## src/rtl/lfo_pkg.sv

```systemverilog
// Shared constants, FSM state type and address-bit helper for the ADC SPI reader.
package lfo_pkg;

  localparam int ADC_FRAME_BITS = 16;
  localparam int ADC_DATA_BITS  = 12;
  localparam int ADC_ADDR_FIRST = 2;
  localparam int ADC_ADDR_BITS  = 3;

  typedef enum logic [2:0] {
    IDLE,
    SETUP,
    SHIFT,
    DONE,
    GAP
  } adc_state_t;

  // Channel address goes out MSB first in bit periods 2..4; every other period sends 0.
  function automatic logic addr_bit(input logic [3:0] k, input logic [2:0] ch);
    case (k)
      4'd2:    return ch[2];
      4'd3:    return ch[1];
      4'd4:    return ch[0];
      default: return 1'b0;
    endcase
  endfunction

endpackage

```

## src/rtl/adc_interface_spi_half_timer.sv

```systemverilog
// Half-period timer: a down-counter that ticks for one cycle at the end of each SCLK half-period.
module spi_half_timer #(
  parameter int HALF_PER = 8
) (
  input  logic clk,
  input  logic reset_n,
  input  logic clear_i,
  output logic tick_o
);

  localparam int CW = (HALF_PER > 1) ? $clog2(HALF_PER) : 1;
  localparam logic [CW-1:0] LOAD = CW'(HALF_PER - 1);

  logic [CW-1:0] cnt_q, cnt_d;

  assign tick_o = (cnt_q == '0);

  // Reload on clear so the first half-period after a state change is full length.
  always_comb begin
    cnt_d = cnt_q - 1'b1;
    if (clear_i || tick_o) cnt_d = LOAD;
  end

  always_ff @(posedge clk) begin
    if (!reset_n) cnt_q <= '0;
    else          cnt_q <= cnt_d;
  end

endmodule

```

## src/rtl/adc_interface.sv

```systemverilog
// SPI master reading one 16-SCLK frame from an 8-channel 12-bit ADC per start request.
// state | meaning
// IDLE  | CS high, waiting for start
// SETUP | CS low, SCLK high, CS-to-first-fall setup time
// SHIFT | 16 SCLK periods: address out on DIN, data in on DOUT
// DONE  | one cycle, publish result with valid
// GAP   | CS high minimum time before the next frame
module adc_interface
  import lfo_pkg::*;
#(
  parameter int HALF_PER = 8
) (
  input  logic        clk,
  input  logic        reset_n,
  input  logic        start,
  input  logic [2:0]  chan,
  output logic        busy,
  output logic        valid,
  output logic [11:0] data,
  output logic [2:0]  data_chan,
  output logic        fmt_err,
  output logic        ADC_CS_N,
  output logic        ADC_SCLK,
  output logic        ADC_DIN,
  input  logic        ADC_DOUT
);

  adc_state_t state_q, state_d;
  logic [3:0]  bit_cnt_q, bit_cnt_d;
  logic [ADC_FRAME_BITS-1:0] shift_q, shift_d;
  logic [2:0]  cur_chan_q, cur_chan_d;
  logic [2:0]  prev_chan_q, prev_chan_d;
  logic        busy_q, busy_d;
  logic        valid_q, valid_d;
  logic [ADC_DATA_BITS-1:0] data_q, data_d;
  logic [2:0]  data_chan_q, data_chan_d;
  logic        fmt_err_q, fmt_err_d;
  logic        cs_n_q, cs_n_d;
  logic        sclk_q, sclk_d;
  logic        din_q, din_d;
  logic        tick;
  logic        timer_clear;

  spi_half_timer #(.HALF_PER(HALF_PER)) u_timer (
    .clk     (clk),
    .reset_n (reset_n),
    .clear_i (timer_clear),
    .tick_o  (tick)
  );

  assign timer_clear = (state_d != state_q);

  always_comb begin
    state_d     = state_q;
    bit_cnt_d   = bit_cnt_q;
    shift_d     = shift_q;
    cur_chan_d  = cur_chan_q;
    prev_chan_d = prev_chan_q;
    busy_d      = busy_q;
    valid_d     = 1'b0;
    data_d      = data_q;
    data_chan_d = data_chan_q;
    fmt_err_d   = fmt_err_q;
    cs_n_d      = cs_n_q;
    sclk_d      = sclk_q;
    din_d       = din_q;
    case (state_q)
      IDLE: begin
        if (start) begin
          state_d    = SETUP;
          cur_chan_d = chan;
          cs_n_d     = 1'b0;
          busy_d     = 1'b1;
          bit_cnt_d  = '0;
        end
      end
      SETUP: begin
        if (tick) begin
          state_d = SHIFT;
          sclk_d  = 1'b0;
          din_d   = addr_bit(bit_cnt_q, cur_chan_q);
        end
      end
      SHIFT: begin
        if (tick) begin
          if (!sclk_q) begin
            // Rising SCLK: ADC drove this bit on the previous fall, so it is stable now.
            sclk_d  = 1'b1;
            shift_d = {shift_q[ADC_FRAME_BITS-2:0], ADC_DOUT};
          end else if (bit_cnt_q == 4'(ADC_FRAME_BITS - 1)) begin
            state_d     = DONE;
            cs_n_d      = 1'b1;
            din_d       = 1'b0;
            valid_d     = 1'b1;
            data_d      = shift_q[ADC_DATA_BITS-1:0];
            fmt_err_d   = |shift_q[ADC_FRAME_BITS-1:ADC_DATA_BITS];
            // The ADC converts the channel addressed in the previous frame.
            data_chan_d = prev_chan_q;
            prev_chan_d = cur_chan_q;
          end else begin
            bit_cnt_d = bit_cnt_q + 4'd1;
            sclk_d    = 1'b0;
            din_d     = addr_bit(bit_cnt_q + 4'd1, cur_chan_q);
          end
        end
      end
      DONE: begin
        state_d = GAP;
      end
      GAP: begin
        if (tick) begin
          state_d = IDLE;
          busy_d  = 1'b0;
        end
      end
      default: state_d = IDLE;
    endcase
  end

  always_ff @(posedge clk) begin
    if (!reset_n) begin
      state_q     <= IDLE;
      bit_cnt_q   <= '0;
      shift_q     <= '0;
      cur_chan_q  <= '0;
      prev_chan_q <= '0;
      busy_q      <= 1'b0;
      valid_q     <= 1'b0;
      data_q      <= '0;
      data_chan_q <= '0;
      fmt_err_q   <= 1'b0;
      cs_n_q      <= 1'b1;
      sclk_q      <= 1'b1;
      din_q       <= 1'b0;
    end else begin
      state_q     <= state_d;
      bit_cnt_q   <= bit_cnt_d;
      shift_q     <= shift_d;
      cur_chan_q  <= cur_chan_d;
      prev_chan_q <= prev_chan_d;
      busy_q      <= busy_d;
      valid_q     <= valid_d;
      data_q      <= data_d;
      data_chan_q <= data_chan_d;
      fmt_err_q   <= fmt_err_d;
      cs_n_q      <= cs_n_d;
      sclk_q      <= sclk_d;
      din_q       <= din_d;
    end
  end

  assign busy      = busy_q;
  assign valid     = valid_q;
  assign data      = data_q;
  assign data_chan = data_chan_q;
  assign fmt_err   = fmt_err_q;
  assign ADC_CS_N  = cs_n_q;
  assign ADC_SCLK  = sclk_q;
  assign ADC_DIN   = din_q;

endmodule

```

## config.mk

```make
export PLATFORM = sky130hd
export DESIGN_NAME = adc_interface
export DESIGN_NICKNAME = d
export VERILOG_FILES = /design/src/rtl/lfo_pkg.sv /design/src/rtl/adc_interface_spi_half_timer.sv /design/src/rtl/adc_interface.sv
export SDC_FILE = /design/constraint.sdc
export NUM_CORES = 1
export LEC_CHECK = 0
export ABC_AREA = 0
export CORE_UTILIZATION = 50
export CTS_BUF_LIST = sky130_fd_sc_hd__clkbuf_16
export CTS_CLUSTER_SIZE = 28
export DETAILED_ROUTE_END_ITERATION = 8
export GPL_TIMING_DRIVEN = 0
export PLACE_DENSITY = 0.8
export SETUP_SLACK_MARGIN = 0.3
export SLEW_MARGIN = 10
export SYNTH_ARGS = -nofsm -noshare
export SYNTH_HDL_FRONTEND = slang
export SYNTH_SLANG_ARGS = --single-unit
```

## constraint.sdc

```tcl
create_clock -name clk -period 2.25 [get_ports clk]
set_input_delay 0.225 -clock clk [delete_from_list [all_inputs] [get_ports clk]]
set_output_delay 0.225 -clock clk [all_outputs]
set_load 0.05 [all_outputs]
```

==> impl_metrics.env <==
export IMPL_status="complete, no violations"
export IMPL_die_h_um=69.53
export IMPL_crit_buf_inv=1
export IMPL_crit_arrival_ps=2050
export IMPL_synth_edff_count=0
export IMPL_cts_buffers=5
export IMPL_drive_gt1_share_pct=6.431
export IMPL_hold_viol=0
export IMPL_tritoncts="built"
export IMPL_finalWorstSetupSlack_ps=411.7
export IMPL_fmax_ghz=0.5440
export IMPL_ys_flop_type="dfxtp_1"
export IMPL_clock_root_buffer="clkbuf_16"
export IMPL_antenna_found_initial=0
export IMPL_route_detailed_drc=0
export IMPL_num_vias=2012
export IMPL_grt_pass1_vias=1856
export IMPL_yosysTopAreaCellShare_pct=46.54
export IMPL_pwr_share_seq_pct=49.4
export IMPL_wirelength_um=4825
export IMPL_rr_worst_depth=6
export IMPL_cpPeakStageDelay_ps=400
export IMPL_diodes=0
export IMPL_async_flop_share_pct=0
export IMPL_portBuffers=26
export IMPL_yosysSeqAreaShare_pct=46.54
export IMPL_fin_skew_ps=4.135
export IMPL_grtUsageTotal_pct=22.07
export IMPL_finalSetupViolCount=0
export IMPL_row_count=24
export IMPL_drv_cap=0
export IMPL_clock_latency_ps=300
export IMPL_grt_pass1_wl_um=8459
export IMPL_start_kind="flip-flop"
export IMPL_syn_area_um2=2280
export IMPL_fin_nets=324
export IMPL_r2r_end="u_timer.cnt_q[2]"
export IMPL_crit_end="u_timer.cnt_q[2]"
export IMPL_via_per_inst=5.543
export IMPL_cp_top_family="simple AND/OR/NAND/NOR gates"
export IMPL_ios=28
export IMPL_clock_sinks=53
export IMPL_core_area_um2=4354
export IMPL_cts_buffer_depth=2
export IMPL_place_gp_congestion=0.8176
export IMPL_swShare_pct=26.98
export IMPL_p_int_mw=1.482
export IMPL_ys_warn_count=0
export IMPL_crit_start="bit_cnt_q[1]"
export IMPL_path_cells="ha_2, and3_1, and4_1, clkbuf_4, nor2_1, a211oi_1"
export IMPL_worstHoldPathType="primary input to flip-flop"
export IMPL_period_needed_ps=1838
export IMPL_area_growth_pct=21.30
export IMPL_rrSetupSlack_ps=410
export IMPL_drt_initial_drc_count=172
export IMPL_synthCells=277
export IMPL_crit_fanout=10
export IMPL_dpl_hpwl_um=3198
export IMPL_setup_tns_ps=0
export IMPL_period_share_pct=81.70
export IMPL_synth_fp_nets=291
export IMPL_antenna_left=0
export IMPL_dp_slack_ps=258.4
export IMPL_power_leakage_nw=0.9608
export IMPL_cp_depth=6
export IMPL_syn_avg_cell_area_um2=8.230
export IMPL_powerDensity_nw_per_um2=734.2
export IMPL_dr_pass1_iters=4
export IMPL_synth_area_leaders="dfxtp_1 47%, nand2_1 12%, a21oi_1 9.0%, ha_1 3.8%, nand3_1 2.0%"
export IMPL_switching_power_mw=0.5478
export IMPL_grt_max_degree=17
export IMPL_relSlewSlack_pct=65.75
export IMPL_post_synth_top_area_cell="dfxtp_1"
export IMPL_start_util_pct=52.36
export IMPL_drv_slew=0
export IMPL_synth_seq_cells=53
export IMPL_r2r_start="bit_cnt_q[1]"
export IMPL_rsz0062_at_grt="true"
export IMPL_die_area_um2=4834
export IMPL_pwr_share_comb_pct=13.3
export IMPL_worstMarginPinSlew_ps=500.8
export IMPL_grt_overflow_total=0
export IMPL_synth_cell_types=46
export IMPL_die_x_um=69.53
export IMPL_cp_end_kind="flip-flop"
export IMPL_h_tree_depth=2
export IMPL_criticalPathCategory="flip-flop to flip-flop"
export IMPL_holdBufCountCts=0
export IMPL_cts_clk_slew_worst_paths_ps=70
export IMPL_wire_per_inst_um=13.29
export IMPL_critPathRequiredTime_ps=2460
export IMPL_vdd_ir_drop_max_mv=0.3429
export IMPL_slowest_stage="dfxtp_1"
export IMPL_pwr_share_clk_pct=37.3
metal layers:
metal  track usage, %  vias to the layer above  wire length, um
met5                0                        -                0
met4            10.88                        0              104
met3            3.634                        8              130
met2            36.14                       33             2305
met1            28.16                      956             2285
li1                 -                     1015                -
cells by family after synthesis:
logic type	count (synthesis)	synth area share (%)
flip-flops	53	46.54
AND/OR/NAND/NOR	120	24.75
AO/OA/AOI/OAI	68	18.28
XOR/XNOR	2	0.7685
multiplexers	3	1.317
adder cells (fa/ha/maj)	7	3.842
buffers and inverters	24	4.501
power groups by stage:
| stage | logic, mW | clock network (mW) | registers (mW) |
|---|---|---|---|
| finish | 0.271 | 0.756 | 1.00 |
| floorplan | 0.159 | 0 | 1.05 |
| detailed placement | 0.263 | 0 | 1.02 |
| global route | 0.298 | 0.799 | 1.01 |
| CTS | 0.268 | 0.764 | 1.00 |
| global placement | 0.260 | 0 | 1.02 |
cells in the mapped netlist (2+ instances only):
cell       count
a2111oi_0      2
a211oi_1       2
a21o_1         2
a21oi_1       41
buf_2          4
clkbuf_1      11
dfxtp_1       53
ha_1           7
inv_1          7
mux2i_1        3
nand2_1       72
nand2b_1       7
nand3_1        9
nor2_1        11
nor2b_1        3
nor3_1         4
nor3b_2        2
o21ai_0        5
o311a_1        3
o31ai_1        2
o32ai_1        2
state kept, by name, indices dropped and copies added (netlist names), 3 cells and up:
register	cells
shift_q	16
bit_cnt_q	4
data	12
state_q	3
cur_chan_q	3
prev_chan_q	3
data_chan	3
u_timer.cnt_q	3
metrics by stage:
step | instances | util, % | total power [mW] | hold WS (ps) | area, um^2
after floorplan | 277 | - | 1.213 | 361.0 | 2280
after global placement | 355 | 59.83 | 1.282 | 436.4 | 2605
after detailed placement | 355 | 59.83 | 1.286 | 438.3 | 2605
after CTS | 363 | 63.16 | 2.033 | 286.2 | 2750
after global routing | 363 | 63.51 | 2.105 | 343.4 | 2765
final | 363 | 63.51 | 2.030 | 277.5 | 2765
how the worst min path moves through the flow:
stage	start	to	depth (start not counted)
2_1_floorplan	ADC_DOUT	shift_q[0]	2
3_3_place_gp	ADC_CS_N	ADC_CS_N	1
3_5_place_dp	ADC_CS_N	ADC_CS_N	1
4_1_cts	reset_n	ADC_SCLK	2
5_1_grt	reset_n	ADC_SCLK	2
6_report	reset_n	ADC_SCLK	2
timing repair:
item                                    in CTS  in global routing
resized for setup                            1                  5
buffers inserted                             0                  0
endpoints found under the setup margin       1                  8
cell type report:
cell class | instances | area (um^2)
tap | 52 | 65.06
clock buffer | 5 | 125.1
timing repair buffer | 26 | 262.8
buffer | 17 | 78.83
multi-input combinational | 200 | 1127
clock inverter | 3 | 18.77
sequential | 53 | 1061
inverter | 7 | 26.28
fill | 369 | 1589
cells in the final DEF, fill, tap and decap left out, types with 6 or more instances in the layout:
cell / instances
a21oi_1: 41
dfxtp_1: 53
clkdlybuf4s50_1: 25
inv_1: 8
nand3_1: 9
clkbuf_1: 11
nand2_1: 72
nor2_1: 11
nand2b_1: 7
ha_1: 6
Note: power is estimated with default switching activity, not from simulation.
